<file path="src/rtl/vram_arbiter.sv">
// vram_arbiter: shares the single-port frame-buffer RAM between VGA scan-out and the CPU.
// VGA fetches have strict priority; the CPU takes free cycles through a req/ack handshake.
module vram_arbiter #(
    parameter int ADDR_W = 16,
    parameter int DATA_W = 8,
    parameter int WAIT_W = 8
) (
    input  logic              clk,
    input  logic              reset,
    input  logic              vga_req,
    input  logic [ADDR_W-1:0] vga_addr,
    output logic              vga_valid,
    output logic [DATA_W-1:0] vga_data,
    input  logic              cpu_req,
    input  logic              cpu_we,
    input  logic [ADDR_W-1:0] cpu_addr,
    input  logic [DATA_W-1:0] cpu_wdata,
    output logic              cpu_ack,
    output logic [DATA_W-1:0] cpu_rdata,
    output logic [ADDR_W-1:0] mem_addr,
    output logic              mem_we,
    output logic [DATA_W-1:0] mem_wdata,
    input  logic [DATA_W-1:0] mem_rdata,
    output logic [WAIT_W-1:0] cpu_wait_cnt
);
    typedef enum logic [1:0] {IDLE, RD, ACK} state_t;
    state_t state, state_nxt;
    logic cpu_gnt, vga_p1;
    logic [ADDR_W-1:0] addr_q;

    assign cpu_gnt   = !vga_req && cpu_req && state == IDLE;
    assign mem_addr  = vga_req ? vga_addr : cpu_gnt ? cpu_addr : addr_q;
    assign mem_we    = reset && cpu_gnt && cpu_we;
    assign mem_wdata = cpu_wdata;

    always_comb begin
        state_nxt = state;
        state_nxt = state == IDLE ? (cpu_gnt ? (cpu_we ? ACK : RD) : IDLE) :
                    state == RD   ? ACK : IDLE;
    end

    always_ff @(posedge clk or negedge reset) begin
        if (!reset) begin
            state        <= IDLE;
            addr_q       <= '0;
            vga_p1       <= 1'b0;
            vga_valid    <= 1'b0;
            vga_data     <= '0;
            cpu_ack      <= 1'b0;
            cpu_rdata    <= '0;
            cpu_wait_cnt <= '0;
        end else begin
            state     <= state_nxt;
            addr_q    <= mem_addr;
            vga_p1    <= vga_req;
            vga_valid <= vga_p1;
            cpu_ack   <= state_nxt == ACK;
            if (vga_p1)
                vga_data <= mem_rdata;
            if (state == RD)
                cpu_rdata <= mem_rdata;
            // Stall count tracks only cycles the CPU lost to VGA while it could have been served
            if (cpu_gnt)
                cpu_wait_cnt <= '0;
            else if (cpu_req && state == IDLE && vga_req && !(&cpu_wait_cnt))
                cpu_wait_cnt <= cpu_wait_cnt + 1'b1;
        end
    end
endmodule

</file>
<file path="config.mk">
export PLATFORM = sky130hd
export DESIGN_NAME = vram_arbiter
export DESIGN_NICKNAME = d
export VERILOG_FILES = /design/src/rtl/vram_arbiter.sv
export SDC_FILE = /design/constraint.sdc
export NUM_CORES = 1
export LEC_CHECK = 0
export CORE_ASPECT_RATIO = 0.7
export CORE_UTILIZATION = 41
export CTS_BUF_LIST = sky130_fd_sc_hd__clkbuf_4 sky130_fd_sc_hd__clkbuf_8
export DETAILED_ROUTE_END_ITERATION = 8
export PLACE_DENSITY = 0.82
export SYNTH_ARGS = -nofsm -noshare
export SYNTH_HDL_FRONTEND = slang
export SYNTH_SLANG_ARGS = --single-unit
</file>
<file path="constraint.sdc">
create_clock -name clk -period 1.91 [get_ports clk]
set_input_delay 0.4775 -clock clk [delete_from_list [all_inputs] [get_ports clk]]
set_output_delay 0.4775 -clock clk [all_outputs]
set_load 0.01 [all_outputs]
</file>
==> results.sh <==
export IMPL_synth_edf_count=0
export IMPL_crit_arrival_ps=1780
export IMPL_min_period_ps=2250
export IMPL_worstPathRequired_ps=1430
export IMPL_antenna_found_initial=0
export IMPL_fin_nets=332
export IMPL_design_portCount=104
export IMPL_violations="setup timing"
export IMPL_rsz0062_at_grt="yes"
export IMPL_dp_hpwl_um=3560
export IMPL_leakagePower_uw=0.00141
export IMPL_synthCells=177
export IMPL_grt_usage_pct=19.4
export IMPL_firstDrtPassIters=4
export IMPL_grt_max_degree=46
export IMPL_irDropWorstVdd_uv=330
export IMPL_avgViaCountPerCell=4.95
export IMPL_maxCapViolCount=0
export IMPL_rows=21
export IMPL_postLayoutSetupSlackWorst_ps=-343
export IMPL_synth_mux_area_share_pct=17.6
export IMPL_vias=1724
export IMPL_worst_pin_slew_ps=550
export IMPL_synth_compound_area_share_pct=9.16
export IMPL_synth_avg_cell_area_um2=11.6
export IMPL_synthArstFlopShare_pct=100
export IMPL_comb_power_share_pct=29.3
export IMPL_diodes=0
export IMPL_area_growth_pct=54.4
export IMPL_clk_pin_slew_ps=100
export IMPL_clockPowerShare_pct=24.4
export IMPL_root_buffer="clkbuf_8"
export IMPL_finClkSkew_ps=9.38
export IMPL_htree_levels=2
export IMPL_yosys_area_share_adder_pct=0.611
export IMPL_dp_slack_ps=-1070
export IMPL_finalSetupViolations=17
export IMPL_ant_nets=0
export IMPL_initial_core_util_pct=42.9
export IMPL_postLayoutCoreUtil_pct=66.2
export IMPL_seq_area_mm2=0.00113
export IMPL_fp_dieW_um=86.5
export IMPL_ys_seq_area_share_pct=54.9
export IMPL_cts_path_max_buffers=2
export IMPL_grt_pass1_vias=1584
export IMPL_stdcell_count=348
export IMPL_p_per_area_mw_per_mm2=809
export IMPL_fill_cells=418
export IMPL_setup_worst_path_class="primary input to primary output"
export IMPL_internal_power_uw=1810
export IMPL_p_sw_share_pct=29.4
export IMPL_ys_flop_type="dfrtp_1"
export IMPL_synth_top_family_by_area="multiplexers"
export IMPL_grt_pass1_wl_um=7590
export IMPL_io_buffer_count=87
export IMPL_multi_input_area_um2=863
export IMPL_routabilityCongestion=0.921
export IMPL_final_common_cell="clkdlybuf4s50_1"
export IMPL_final_cell_mix="67 x clkdlybuf4s50_1, 44 x dfrtp_1, 23 x nand2_1"
export IMPL_cts_hold_buf=0
export IMPL_core_area_mm2=0.00478
export IMPL_post_drt_wl_per_cell_um=14.0
export IMPL_cts_buffers_inserted=5
export IMPL_startpoint_type="primary input"
export IMPL_drc=0
export IMPL_grt_overflow=0
export IMPL_drt_total_wl_um=4860
export IMPL_p_switching_uw=752
export IMPL_ys_warnings_count=0
export IMPL_cts_tree="yes"
export IMPL_synth_fp_nets=231
export IMPL_clk_latency_ps=310
export IMPL_ys_types=32
export IMPL_path_max_fanout=7
export IMPL_hold_violations=0
export IMPL_yosys_area_share_simple_pct=11.2
export IMPL_die_height_um=61.2
export IMPL_synth_area_mm2=0.00205
export IMPL_layout_drive_gt1_share_pct=33.0
export IMPL_min_path_type="primary input to asynchronous set/reset pin"
export IMPL_worst_setup_path_end_kind="primary output"
export IMPL_slew_headroom_pct=63.3
export IMPL_status="complete, but fails checks"
export IMPL_drt_iter0_markers=65
export IMPL_p_total_uw=2560
export IMPL_power_frac_seq_pct=46.3
export IMPL_max_freq_mhz=444
export IMPL_finalMaxSlewViolations=0
export IMPL_fp_dieArea_mm2=0.00529
export IMPL_cts_sinks=45
export IMPL_synth_xor_area_share_pct=0
export IMPL_period_share_pct=118
export IMPL_post_place_cells=334
export IMPL_ys_seq_elements=45
state kept, by name, indices dropped and copies added (netlist names):
register      cells
addr_q           16
cpu_rdata         8
cpu_wait_cnt      8
vga_data          8
state             2
cpu_ack           1
vga_p1            1
vga_valid         1
final timing paths:
| check | slack, ps | start | end | cells after the start |
|---|---|---|---|---|
| worst max-delay path | -340 | cpu_req | mem_addr[4] | 6 |
| worst min-delay path | 280 | reset | cpu_wait_cnt[2]$_DFFE_PN0P_ | 2 |
| worst max register to register | 340 | cpu_wait_cnt[1]$_DFFE_PN0P_ | cpu_wait_cnt[0]$_DFFE_PN0P_ | 5 |
| worst min register to register | 510 | vga_data[6]$_DFFE_PN0P_ | vga_data[6]$_DFFE_PN0P_ | 1 |
| max in group asynchronous | 1240 | reset | cpu_wait_cnt[0]$_DFFE_PN0P_ | 2 |
| min in group clk | 450 | vga_req | state[0]$_DFF_PN0_ | 2 |
power groups by stage:
stage / Clock (uW) / Sequential [uW] / Combinational [uW]
after floorplan: 0 / 1220 / 290
after global placement: 0 / 1190 / 738
after detailed placement: 0 / 1200 / 750
after CTS: 637 / 1180 / 752
after global routing: 686 / 1200 / 814
final: 624 / 1190 / 750
kinds of logic (layout without fill, tap and decap cells):
group,count (synthesis),in the layout
fa+ha+maj,1,1
compound gates,32,32
mux,34,34
simple gates,45,45
buf+inv,20,122
flops,45,45
repair_timing:
action	in CTS	in global routing
gates resized for setup	84	3
endpoints found under the setup margin	17	18
pin swaps	4	5
buffers inserted	5	1
per-layer routing:
metal  global-route usage (%)  share of wire [%]
met5                        0                  0
met4                     6.67                1.2
met3                     5.50                7.0
met2                     30.7                 45
met1                     26.2                 47
worst max-delay path: stages:
cell and delay, ps:
clkdlybuf4s15_1 230, or3b_4 460, buf_8 170, mux2i_2 150, o21ai_2 130, buf_2 150
synthesized netlist by cell type, types with 3 or more instances:
cell	n	share of area [%]
a21oi_1	5	1.2
dfrtp_1	45	55
clkbuf_1	6	1.1
and3_1	3	0.92
nand2_1	23	4.2
o21ai_0	5	1.2
mux2_2	17	9.3
o21ai_1	13	3.2
nand3_1	5	1.2
buf_4	8	2.9
mux2i_1	17	8.3
nor2_1	4	0.73
area by class of cell:
type | count | share of cell area [%]
Clock buffer | 5 | 2.17
Clock inverter | 3 | 0.791
Inverter | 2 | 0.237
Multi-Input combinational cell | 112 | 27.3
Sequential cell | 45 | 35.6
Tap cell | 69 | 2.73
Timing Repair Buffer | 112 | 31.2
per-stage QoR:
stage | TNS, ps | hold WS, ps | area [um^2]
finish | -5080 | 281 | 3160
global route | -5990 | 334 | 3160
CTS | -4870 | 303 | 3150
detailed placement | -20510 | 493 | 3060
global placement | -20450 | 486 | 3060
floorplan | 0 | 182 | 2100
Note: power is estimated with default switching activity, not from simulation.
